### src/rtl/updown_counter_pkg.sv
// Shared counter definitions: mode/direction encodings and width helpers
// reused by every counter in the touch-control datapath.
package counter_pkg;

  typedef enum logic {
    MODE_WRAP = 1'b0,
    MODE_SAT  = 1'b1
  } mode_e;

  typedef enum logic {
    DIR_DOWN = 1'b0,
    DIR_UP   = 1'b1
  } dir_e;

  localparam int unsigned DEFAULT_MAX_MODULUS = 16;

  // Count width for a given largest modulus (never below one bit).
  function automatic int unsigned cnt_width(input int unsigned max_mod);
    return (max_mod <= 1) ? 1 : $clog2(max_mod);
  endfunction

  // Width needed to express the modulus itself, 0..max_mod inclusive.
  function automatic int unsigned mod_width(input int unsigned max_mod);
    return (max_mod < 1) ? 1 : $clog2(max_mod + 1);
  endfunction

endpackage

### src/rtl/updown_counter_if.sv
// Control/status bundle of updown_counter.
// OVF is present only when OVF_STICKY_EN is defined.
interface updown_counter_if
  import counter_pkg::*;
#(
  parameter int unsigned MAX_MODULUS = DEFAULT_MAX_MODULUS,
  localparam int unsigned N  = cnt_width(MAX_MODULUS),
  localparam int unsigned MW = mod_width(MAX_MODULUS)
);

  logic          ENABLE;
  logic          UP_DN;
  logic          MODE;
  logic          CLEAR;
  logic          LOAD;
  logic [N-1:0]  LOAD_VALUE;
  logic [MW-1:0] MOD_VALUE;
  logic [N-1:0]  COUNT;
  logic          TC;
`ifdef OVF_STICKY_EN
  logic          OVF;

  modport master (
    output ENABLE, UP_DN, MODE, CLEAR, LOAD, LOAD_VALUE, MOD_VALUE,
    input  COUNT, TC, OVF
  );

  modport slave (
    input  ENABLE, UP_DN, MODE, CLEAR, LOAD, LOAD_VALUE, MOD_VALUE,
    output COUNT, TC, OVF
  );
`else
  modport master (
    output ENABLE, UP_DN, MODE, CLEAR, LOAD, LOAD_VALUE, MOD_VALUE,
    input  COUNT, TC
  );

  modport slave (
    input  ENABLE, UP_DN, MODE, CLEAR, LOAD, LOAD_VALUE, MOD_VALUE,
    output COUNT, TC
  );
`endif

endinterface

### src/rtl/updown_counter_next.sv
// Combinational next-count and END compare for an up/down modulo counter.
// Expects an effective modulus me >= 1; works at N+1 bits so that
// me = 2^N does not alias when forming me-1 or count+1.
module updown_counter_next
  import counter_pkg::*;
#(
  parameter int unsigned MAX_MODULUS = DEFAULT_MAX_MODULUS,
  localparam int unsigned N  = cnt_width(MAX_MODULUS),
  localparam int unsigned MW = mod_width(MAX_MODULUS)
) (
  input  logic [N-1:0]  count,
  input  logic [MW-1:0] me,
  input  logic          up_dn,
  input  logic          mode,
  output logic [N-1:0]  next_count,
  output logic          at_end
);

  localparam int unsigned W = N + 1;
  localparam logic [W-1:0] ONE = W'(1);

  logic [W-1:0] count_x;
  logic [W-1:0] last_x;

  // Step one position in the selected direction, folding out-of-range
  // counts (left behind by a reduced modulus) back into range.
  always_comb begin
    count_x    = W'(count);
    last_x     = W'(me) - ONE;
    next_count = count;
    at_end     = 1'b0;
    if (up_dn == DIR_UP) begin
      at_end = (count_x == last_x);
      if (count_x > last_x) begin
        next_count = '0;
      end else if (count_x == last_x) begin
        next_count = (mode == MODE_SAT) ? count : '0;
      end else begin
        next_count = N'(count_x + ONE);
      end
    end else begin
      at_end = (count_x == '0);
      if (count_x > last_x) begin
        next_count = N'(last_x);
      end else if (count_x == '0) begin
        next_count = (mode == MODE_SAT) ? '0 : N'(last_x);
      end else begin
        next_count = N'(count_x - ONE);
      end
    end
  end

endmodule

### src/rtl/updown_counter.sv
// Up/down modulo counter with run-time modulus, synchronous clear/load,
// wrap or saturate mode and an enable-qualified combinational TC strobe.
// Define OVF_STICKY_EN to add the sticky OVF flag.
module updown_counter
  import counter_pkg::*;
#(
  parameter int unsigned MAX_MODULUS = DEFAULT_MAX_MODULUS
) (
  input logic              CLK,
  input logic              RST_n,
  updown_counter_if.slave  bus
);

  localparam int unsigned N  = cnt_width(MAX_MODULUS);
  localparam int unsigned MW = mod_width(MAX_MODULUS);
  localparam int unsigned W  = N + 1;
  localparam logic [W-1:0] ONE = W'(1);

  logic [N-1:0]  count_q;
  logic [N-1:0]  next_count;
  logic [N-1:0]  load_count;
  logic [MW-1:0] me;
  logic [W-1:0]  last_x;
  logic          at_end;
  logic          tc;

  // Effective modulus (0 behaves as 1) and the clamped load value.
  always_comb begin
    me         = (bus.MOD_VALUE == '0) ? MW'(1) : bus.MOD_VALUE;
    last_x     = W'(me) - ONE;
    load_count = (W'(bus.LOAD_VALUE) > last_x) ? N'(last_x) : bus.LOAD_VALUE;
  end

  updown_counter_next #(
    .MAX_MODULUS (MAX_MODULUS)
  ) u_next (
    .count      (count_q),
    .me         (me),
    .up_dn      (bus.UP_DN),
    .mode       (bus.MODE),
    .next_count (next_count),
    .at_end     (at_end)
  );

  // Terminal count: only on a cycle that would actually step.
  always_comb begin
    tc = bus.ENABLE && !bus.CLEAR && !bus.LOAD && at_end;
  end

  // Count register with CLEAR > LOAD > ENABLE > hold priority.
  always_ff @(posedge CLK or negedge RST_n) begin
    if (!RST_n) begin
      count_q <= '0;
    end else if (bus.CLEAR) begin
      count_q <= '0;
    end else if (bus.LOAD) begin
      count_q <= load_count;
    end else if (bus.ENABLE) begin
      count_q <= next_count;
    end
  end

  assign bus.COUNT = count_q;
  assign bus.TC    = tc;

`ifdef OVF_STICKY_EN
  logic ovf_q;

  // Sticky overflow. TC alone qualifies: in wrap mode every TC is a wrap,
  // in saturate mode every TC counts by definition.
  always_ff @(posedge CLK or negedge RST_n) begin
    if (!RST_n) begin
      ovf_q <= 1'b0;
    end else if (bus.CLEAR) begin
      ovf_q <= 1'b0;
    end else if (tc) begin
      ovf_q <= 1'b1;
    end
  end

  assign bus.OVF = ovf_q;
`endif

endmodule

### src/flat_wrapper.sv
// flat-port wrapper written by rule: the top's interface ports become plain ports
module updown_counter_flat import counter_pkg::*;
#(
  parameter int unsigned MAX_MODULUS = DEFAULT_MAX_MODULUS
)
  (CLK, RST_n, bus_ENABLE, bus_UP_DN, bus_MODE, bus_CLEAR, bus_LOAD, bus_LOAD_VALUE, bus_MOD_VALUE, bus_COUNT, bus_TC);
  updown_counter_if #(.MAX_MODULUS(MAX_MODULUS)) bus_i ();
  input logic CLK;
  input logic RST_n;
  input wire logic [$bits(bus_i.ENABLE)-1:0] bus_ENABLE;
  input wire logic [$bits(bus_i.UP_DN)-1:0] bus_UP_DN;
  input wire logic [$bits(bus_i.MODE)-1:0] bus_MODE;
  input wire logic [$bits(bus_i.CLEAR)-1:0] bus_CLEAR;
  input wire logic [$bits(bus_i.LOAD)-1:0] bus_LOAD;
  input wire logic [$bits(bus_i.LOAD_VALUE)-1:0] bus_LOAD_VALUE;
  input wire logic [$bits(bus_i.MOD_VALUE)-1:0] bus_MOD_VALUE;
  output wire logic [$bits(bus_i.COUNT)-1:0] bus_COUNT;
  output wire logic [$bits(bus_i.TC)-1:0] bus_TC;
  assign bus_i.ENABLE = bus_ENABLE;
  assign bus_i.UP_DN = bus_UP_DN;
  assign bus_i.MODE = bus_MODE;
  assign bus_i.CLEAR = bus_CLEAR;
  assign bus_i.LOAD = bus_LOAD;
  assign bus_i.LOAD_VALUE = bus_LOAD_VALUE;
  assign bus_i.MOD_VALUE = bus_MOD_VALUE;
  assign bus_COUNT = bus_i.COUNT;
  assign bus_TC = bus_i.TC;
  updown_counter #(.MAX_MODULUS(MAX_MODULUS)) u_core (.CLK(CLK), .RST_n(RST_n), .bus(bus_i));
endmodule
### config.mk
export PLATFORM = sky130hd
export DESIGN_NAME = updown_counter_flat
export DESIGN_NICKNAME = d
export VERILOG_FILES = /design/src/rtl/updown_counter_pkg.sv /design/src/rtl/updown_counter_if.sv /design/src/rtl/updown_counter_next.sv /design/src/rtl/updown_counter.sv /design/src/flat_wrapper.sv
export SDC_FILE = /design/constraint.sdc
export NUM_CORES = 1
export LEC_CHECK = 0
export CORE_MARGIN = 2
export CORE_UTILIZATION = 46
export DETAILED_ROUTE_END_ITERATION = 10
export GPL_ROUTABILITY_DRIVEN = 1
export GPL_TIMING_DRIVEN = 0
export HOLD_SLACK_MARGIN = 0.03
export PLACE_DENSITY = 0.77
export REMOVE_ABC_BUFFERS = 1
export SYNTH_ARGS = -nofsm -noshare
export SYNTH_HDL_FRONTEND = slang
export SYNTH_SLANG_ARGS = --single-unit
export TNS_END_PERCENT = 20
### constraint.sdc
create_clock -name CLK -period 2.45 [get_ports CLK]
set_clock_uncertainty 0.05 [all_clocks]
set_input_delay 0.49 -clock CLK [delete_from_list [all_inputs] [get_ports CLK]]
set_output_delay 0.49 -clock CLK [all_outputs]
set_load 0.1 [all_outputs]
# Word-level counts from Yosys, hierarchy flattened
# Cells that the tools add are included.
# word_totals
register_bits	4
in_bits	16
output_inout_bits	5
word_cells	30
# op_classes
addsub	3
order_cmp	2
n_eq_ne	2
n_mux	13
reduce_logical	9
# op_table
op	count
$mux 4	11
$gt 4x5->1	2
$ne 6x5->1 const B	1
$eq 4x5->1	1
$logic_not 5->1	1
$mux 5	1
$sub 5x1->5 const B	1
$add 4x1->4 const B	1
$logic_not 4->1	1
$sub 4x1->4 const B	1
$logic_and 1x1->1	3
$reduce_bool 3->1	1
$logic_not 1->1	2
$reduce_and 2->1	1
$mux 1	1

# Depth between registers and ports, before layout
# logic_depth
ltp_word	10
ltp_mapped	11
mapped_depth_nobuf	10

# Cells and area by module
# A second synthesis with hierarchy kept.
# unflattened
hier_cells	139
area_unflattened_um2	1092.3
# modules_own_cells
mod	n_inst	cells_per_inst	area_each_um2	seq_area_each_um2
updown_counter_next	1	81	583.1	0.0
updown_counter	1	58	509.2	100.1

# Least setup slack after synthesis
# Ideal clock, no wire load.
# synth_path
path_type	flip-flop to output port
startpoint	register u_core.count_q[0] (netlist: u_core.bus.COUNT[0])
endpoint	output port bus_TC
t_arrival_ns	2.756
t_required_ns	1.910
slack_ns	-0.846
path_stages_with_launch	7
path_buffers	0
path_cell_list	dfrtp_1 > inv_1 > ha_1 > and3_1 > nand3_2 > o22ai_1 > and3_1
# synth_via
elab_chain_cells	3
word_cells_on_any_way	4
classes_between	eq/ne: 1; mux: 1; reduce/logical: 2
# synth_rtl
item	line_no	source
start: declaration	updown_counter.sv:19	logic [N-1:0] count_q;
start signal: assignment	updown_counter.sv:57	count_q <= load_count;
start signal: assignment	updown_counter.sv:59	count_q <= next_count;
$eq 4x5->1 / $logic_not 4->1 (equally long branches)	updown_counter_next.sv:33, updown_counter_next.sv:42	
$mux 1 *	updown_counter_next.sv:32	if (up_dn == DIR_UP) begin
$logic_and 1x1->1 *	updown_counter.sv:47	tc = bus.ENABLE && !bus.CLEAR && !bus.LOAD && at_end;
end: declaration	flat_wrapper.sv:18	output wire logic [$bits(bus_i.TC)-1:0] bus_TC;
# Every way passes the cells marked *; elsewhere a longest branch is shown, timed or not.

# Worst setup path after layout
# layout_path
startpoint	input port bus_MOD_VALUE[1]
endpoint	output port bus_TC
# layout_via
elab_chain_cells	6
# layout_rtl
item	line_no	source
start: declaration	flat_wrapper.sv:16	input wire logic [$bits(bus_i.MOD_VALUE)-1:0] bus_MOD_VALUE;
$logic_not 5->1	updown_counter.sv:29	me = (bus.MOD_VALUE == '0) ? MW'(1) : bus.MOD_VALUE;
$mux 5 *	updown_counter.sv:29	
$sub 5x1->5 *	updown_counter_next.sv:29	last_x = W'(me) - ONE;
$eq 4x5->1 *	updown_counter_next.sv:33	at_end = (count_x == last_x);
$mux 1 *	updown_counter_next.sv:32	
$logic_and 1x1->1 *	updown_counter.sv:47	
# Marked as above.

==> impl_metrics.env <==
export IMPL_status="finished, violations left"
export IMPL_violations="setup timing"
export IMPL_clkLatencyLatePin_ns=0.24
export IMPL_crit_arrival_ns=2.21
export IMPL_cp_end_kind="output port"
export IMPL_synthTopCellsByCount="11 x nor2_1, 10 x inv_1, 8 x a21oi_1, 8 x ha_1, 7 x and3_1"
export IMPL_nets=184
export IMPL_rsz0062_at_grt="yes"
export IMPL_use_met2=0.445
export IMPL_grt_pass1_vias=1092
export IMPL_syn_area_um2=991
export IMPL_synthFlopType="dfrtp_1"
export IMPL_synth_simple_gate_area_frac=0.312
export IMPL_ys_seq_area_frac=0.101
export IMPL_cts_made_buffers=3
export IMPL_timing_max_cap_violations=0
export IMPL_coreArea_um2=2000
export IMPL_synth_edf_count=0
export IMPL_rr_startpoint="u_core.bus.COUNT[0]"
export IMPL_synth_top_family_by_area="compound AO/OA/AOI/OAI gates"
export IMPL_synth_top_area_frac=0.101
export IMPL_drt_iter0_markers=35
export IMPL_pre_cts_slack_ns=-1.93
export IMPL_place_gp_congestion=0.839
export IMPL_fin_ws_ns=-0.300
export IMPL_antenna_found_initial=0
export IMPL_cpLargestDelayFamily="simple AND/OR/NAND/NOR gates"
export IMPL_period_share=1.12
export IMPL_io_pins=21
export IMPL_cpMostUsedCell="and3_4"
export IMPL_htreeDepth=1
export IMPL_worstSetupPathType="input pin to output port"
export IMPL_reg2regPathDepth=8
export IMPL_dieWidth_um=50.4
export IMPL_synthAdderAreaFrac=0.101
export IMPL_clk_pin_slew_ns=0.04
export IMPL_netlist_instances=128
export IMPL_grt_usage=0.242
export IMPL_final_antenna_net_count=0
export IMPL_drv_slew=0
export IMPL_grt_pass1_wl_mm=4.81
export IMPL_hpwl_mm=2.00
export IMPL_final_seq_area_um2=100
export IMPL_max_freq_ghz=0.364
export IMPL_ys_warn_count=0
export IMPL_yosysMostFrequentCell="nor2_1"
export IMPL_use_met3=0.0506
export IMPL_synth_area_mux_share=0.0101
export IMPL_cts_tree="built"
export IMPL_drt_wirelength_per_cell_um=16.7
export IMPL_regToRegEndpoint="u_core.bus.COUNT[0]"
export IMPL_wl_mm=3.09
export IMPL_max_stage_delay_ns=0.27
export IMPL_met1_usage=0.291
export IMPL_fill_cells=138
export IMPL_ys_seq_elements=4
export IMPL_finalSetupTns_ns=-1.08
export IMPL_grt_ovfl_total=0
export IMPL_leakage_nw=0.601
export IMPL_hold_viol_final=0
export IMPL_largest_reg_flops=4
export IMPL_multiInputGateArea_um2=1010
export IMPL_period_needed_ns=2.75
export IMPL_setup_worst_path_end="bus_TC"
export IMPL_worstMarginPinSlew_ns=0.965
export IMPL_layout_drive_gt1_share=0.348
export IMPL_cp_startpoint="bus_MOD_VALUE[1]"
export IMPL_utilization=0.766
export IMPL_path_max_fanout=4
export IMPL_power_mw=0.656
export IMPL_hold_path_class="input pin to asynchronous set/reset pin"
export IMPL_crit_cells=9
export IMPL_cts_root_buffer="clkbuf_4"
export IMPL_crit_slowest_cell="or2_4"
export IMPL_portBuffers=20
export IMPL_vdd_drop_max_v=0.000319
export IMPL_powerDensity_nw_per_um2=428
export IMPL_worst_path_buf_inv=2
export IMPL_antenna_cells=0
export IMPL_synthArstFlopShare=1.00
export IMPL_worstSetupStartpointType="input pin"
export IMPL_crit_required_ns=1.91
export IMPL_dieArea_um2=2540
export IMPL_setup_viol=5
export IMPL_grt_max_degree=13
export IMPL_via_per_inst=6.45
export IMPL_dr_pass1_iters=4
export IMPL_drc_errors=0
export IMPL_start_util=0.495
export IMPL_fp_row_count=16
export IMPL_relSlewSlack=0.356
export IMPL_chipHeight_um=50.4
export IMPL_synth_cell_type_count=53
export IMPL_synth_xor_area_frac=0.0177
export IMPL_yosysTopAreaCell="dfrtp_1"
export IMPL_top_usage_layer="met2"
export IMPL_area_delta_synth_final_pct=54.8
export IMPL_vias=1193
export IMPL_cts_sinks=4
export IMPL_regToRegSetupSlack_ns=0.07
export IMPL_synth_compound_area_frac=0.395
export IMPL_path_cells="buf_8 > or2_4 > o21a_4 > ha_4 > and3_4 > nand3_4 > o22ai_2 > and3_4 > buf_12"
export IMPL_synth_area_leaders="dfrtp_1 10%, ha_1 10%, and3_1 4.4%"
export IMPL_clk_path_buf_depth=2
export IMPL_avgSynthCellArea_um2=7.74
==> what timing repair did <==
action	4_1_cts	5_1_grt
buffers inserted	7	5
setup endpoints to repair	8	6
pin swaps	13	14
resized for setup	64	16
hold buffers	0	0
==> final cells by class <==
type,instances,area share
clock buffers,3,0.0147
inverters,10,0.0245
multi-input cells,109,0.661
flip-flops and latches,4,0.0653
well taps,27,0.0220
repair buffers,32,0.212
==> how the worst min path moves through the flow <==
stage | from | end | slack (ns) | cells after the start
after CTS | RST_n | u_core.bus.COUNT[2] | 0.41 | 1
after global placement | u_core.bus.COUNT[3] | u_core.bus.COUNT[3] | 0.59 | 2
after detailed placement | u_core.bus.COUNT[3] | u_core.bus.COUNT[3] | 0.59 | 2
after floorplan | RST_n | u_core.bus.COUNT[0] | 0.14 | 0
after global routing | RST_n | u_core.bus.COUNT[0] | 0.42 | 1
final | RST_n | u_core.bus.COUNT[0] | 0.41 | 1
==> cells in the final DEF, fill, tap and decap left out, types with 3 or more instances in the layout <==
cell type / n
inv_1: 10
nor2_1: 10
buf_6: 3
o21ai_0: 4
ha_1: 3
buf_4: 11
ha_4: 5
clkdlybuf4s50_1: 10
dlygate4sd2_1: 3
a21oi_1: 4
clkbuf_4: 3
nand2_1: 5
nand2b_1: 4
or4_1: 3
and3_4: 3
a21oi_2: 3
dfrtp_1: 4
o31ai_1: 3
and3_1: 4
nor3_1: 4
==> stage by stage <==
step / cells / area, µm² / hold slack (ns)
2_1_floorplan: 123 / 966 / 0.144
3_3_place_gp: 170 / 1200 / 0.587
3_5_place_dp: 170 / 1200 / 0.594
4_1_cts: 180 / 1410 / 0.411
5_1_grt: 185 / 1530 / 0.421
6_report: 185 / 1530 / 0.408
==> logic make-up after synthesis <==
logic type,count (synthesis)
AO/OA/AOI/OAI,46
XOR/XNOR,2
adder cells (fa/ha/maj),8
buffers and inverters,15
flip-flops,4
multiplexers,1
AND/OR/NAND/NOR,52
==> power breakdown <==
| group | leakage (nW) | internal (mW) | switching, mW | total, mW |
|---|---|---|---|---|
| clock | 0.0138 | 0.0551 | 0.0323 | 0.0875 |
| sequential | 0.0520 | 0.0753 | 0.0268 | 0.102 |
| combinational | 0.535 | 0.201 | 0.266 | 0.467 |
==> routing by layer <==
metal,routed length (µm),part of all wire
met5,0,0
met4,19,0.0061
met3,169,0.055
met2,1660,0.54
met1,1250,0.40
Power figures use the tool's default switching activity.
==> edit: new RTL, same flow settings <==
Set the package constant `DEFAULT_MAX_MODULUS` to 32 (it was 16).
--- a/src/rtl/updown_counter_pkg.sv
+++ b/src/rtl/updown_counter_pkg.sv
@@ -12,7 +12,7 @@
     DIR_UP   = 1'b1
   } dir_e;
 
-  localparam int unsigned DEFAULT_MAX_MODULUS = 16;
+  localparam int unsigned DEFAULT_MAX_MODULUS = 32;
 
   // Count width for a given largest modulus (never below one bit).
   function automatic int unsigned cnt_width(input int unsigned max_mod);
Interface: changed (resized bus_COUNT, bus_LOAD_VALUE and bus_MOD_VALUE); port bits go from 21 to 24. No check against the original RTL was run, so the function may have changed too.
==> edit against the original RTL <==
The run still ends with setup timing left. Critical path type unchanged. Highest routed layer unchanged. Final area up 10%. Setup slack worse by 660 ps. Critical path depth up 6. Synthesized area up 15%. Die area up 14%. Via count up 17%. Clock power up 11%. Total power up 12%. Core utilization down 6.4 points. Wire length up 26%. Sequential cell count up 1.
==> edit: results <==
[drt]
drtIter0Drc = 63
routed_wirelength_um = 3910
vias_per_cell = 6.49
first_pass_iters = 4

[placement]
placed_cells = 199
dpl.hpwl_um = 2600
gp_congestion = 0.919
port_buffers = 23
dp_slack_ps = -2790

[power_and_ir_drop]
p_leak_nw = 0.732
vdd_drop_max_mv = 0.605

[cells_and_area]
fin_nets = 214
antenna-diode-count = 0
drive_above_1_share_pct = 30.8
final_cells = 215
fill_cells = 171
largest_register_ffs = 5

[cts]
clock_latency_ps = 240
cts-root-buf = "clkbuf_4"
cts_max_path_buffers = 2
h-tree-depth = 1
cts_buffers = 3
clk_pin_slew_ps = 50

[setup_path]
critPathSlowestCell = "or4_4"
worst_path_dominant_cell_family = "simple AND/OR/NAND/NOR gates"
cpPeakStageDelay_ps = 550
cp.arrival_ps = 2870
crit_fanout = 3

[grt]
overflow = 0
grt_antenna_before_repair = 0
grt_first_pass_wirelength_um = 5680
grt_use_total_pct = 26.4
grt_max_degree = 17
first_global_vias = 1248

[sta]
worstMarginPinSlew_ps = 959
layout_setup_ws_ps = -964
setup_viol = 6

[synth]
yosysSeqAreaShare_pct = 10.9
syn_area_per_cell_um2 = 7.47
ys_top_cells_by_area = "dfrtp_1 (11%), ha_1 (11%), nand2_1 (4.3%)"
yosys_warnings = 0
synth_common_cells = "nand2_1 (13), inv_1 (12), nor2_1 (11)"
ys_types = 56
synthArstFlopShare_pct = 100

[outcome]
violations = "setup timing"
status = "finished with violations"

[min_path]
hp-class = "in -> async"
-- edit: timing repair --
item                                    CTS  global route
resized for setup                        56            19
pin swaps                                11            15
endpoints found under the setup margin    9             7
gates cloned                              0             1
hold endpoints to repair                  0             0
setup buffers                             5             6
-- edit: cell families after synthesis --
group / Yosys count / synth area share [%]
AO/OA/AOI/OAI: 58 / 40.0
XOR/XNOR: 6 / 4.60
adder cells (fa/ha/maj): 10 / 10.9
buffers and inverters: 19 / 6.56
flip-flops: 5 / 10.9
multiplexers: 5 / 4.60
AND/OR/NAND/NOR: 50 / 22.3
-- edit: final cells by class --
type	count	area, µm²	area share, %
Inverter	12	45.0	2.66
Sequential cell	5	125	7.39
Multi-Input combinational cell	130	1130	66.8
Timing Repair Buffer	34	328	19.4
Clock buffer	4	26.3	1.55
Tap cell	30	37.5	2.22
-- edit: through the flow --
| stage | area (µm²) | TNS [ps] | utilization [%] |
|---|---|---|---|
| floorplan | 1110 | -6930 | - |
| global placement | 1380 | -13000 | 57.3 |
| detailed placement | 1380 | -13520 | 57.3 |
| CTS | 1540 | -5770 | 63.8 |
| global route | 1690 | -6100 | 70.2 |
| finish | 1690 | -5540 | 70.2 |
-- edit: path summary, 6_finish.rpt --
| path | slack (ps) | to | cells after the start | start |
|---|---|---|---|---|
| setup / recovery | -960 | bus_TC | 15 | bus_MOD_VALUE[4] |
| hold / removal | 420 | u_core.bus.COUNT[3] | 1 | RST_n |
| setup reg to reg | -210 | u_core.bus.COUNT[1] | 7 | u_core.bus.COUNT[0] |
| hold reg to reg | 610 | u_core.bus.COUNT[0] | 1 | u_core.bus.COUNT[0] |
| max in group asynchronous | 1740 | u_core.bus.COUNT[1] | 1 | RST_n |
| min in group CLK | 610 | u_core.bus.COUNT[0] | 1 | u_core.bus.COUNT[0] |
-- edit: worst register-to-register path: stages (launching register included) --
cell      delay [ps]
dfrtp_1          450
inv_1            170
ha_1             250
or4b_2           640
or2_2            320
a211o_1          290
and4_1           250
a211oi_2         160
-- edit: report_power, final --
part,switching [mW],internal [mW]
Combinational,0.301,0.213
Sequential,0.0337,0.0927
Clock,0.0358,0.0617
Total,0.371,0.367
-- edit: per-layer routing --
layer	wire, µm	up-vias	GRT usage [%]	part of all wire [%]
met3	242	12	3.61	6.2
met4	89	0	4.27	2.3
li1	-	662	-	-
met5	0	-	0	0
met2	1990	60	44.7	51
met1	1590	661	35.9	41
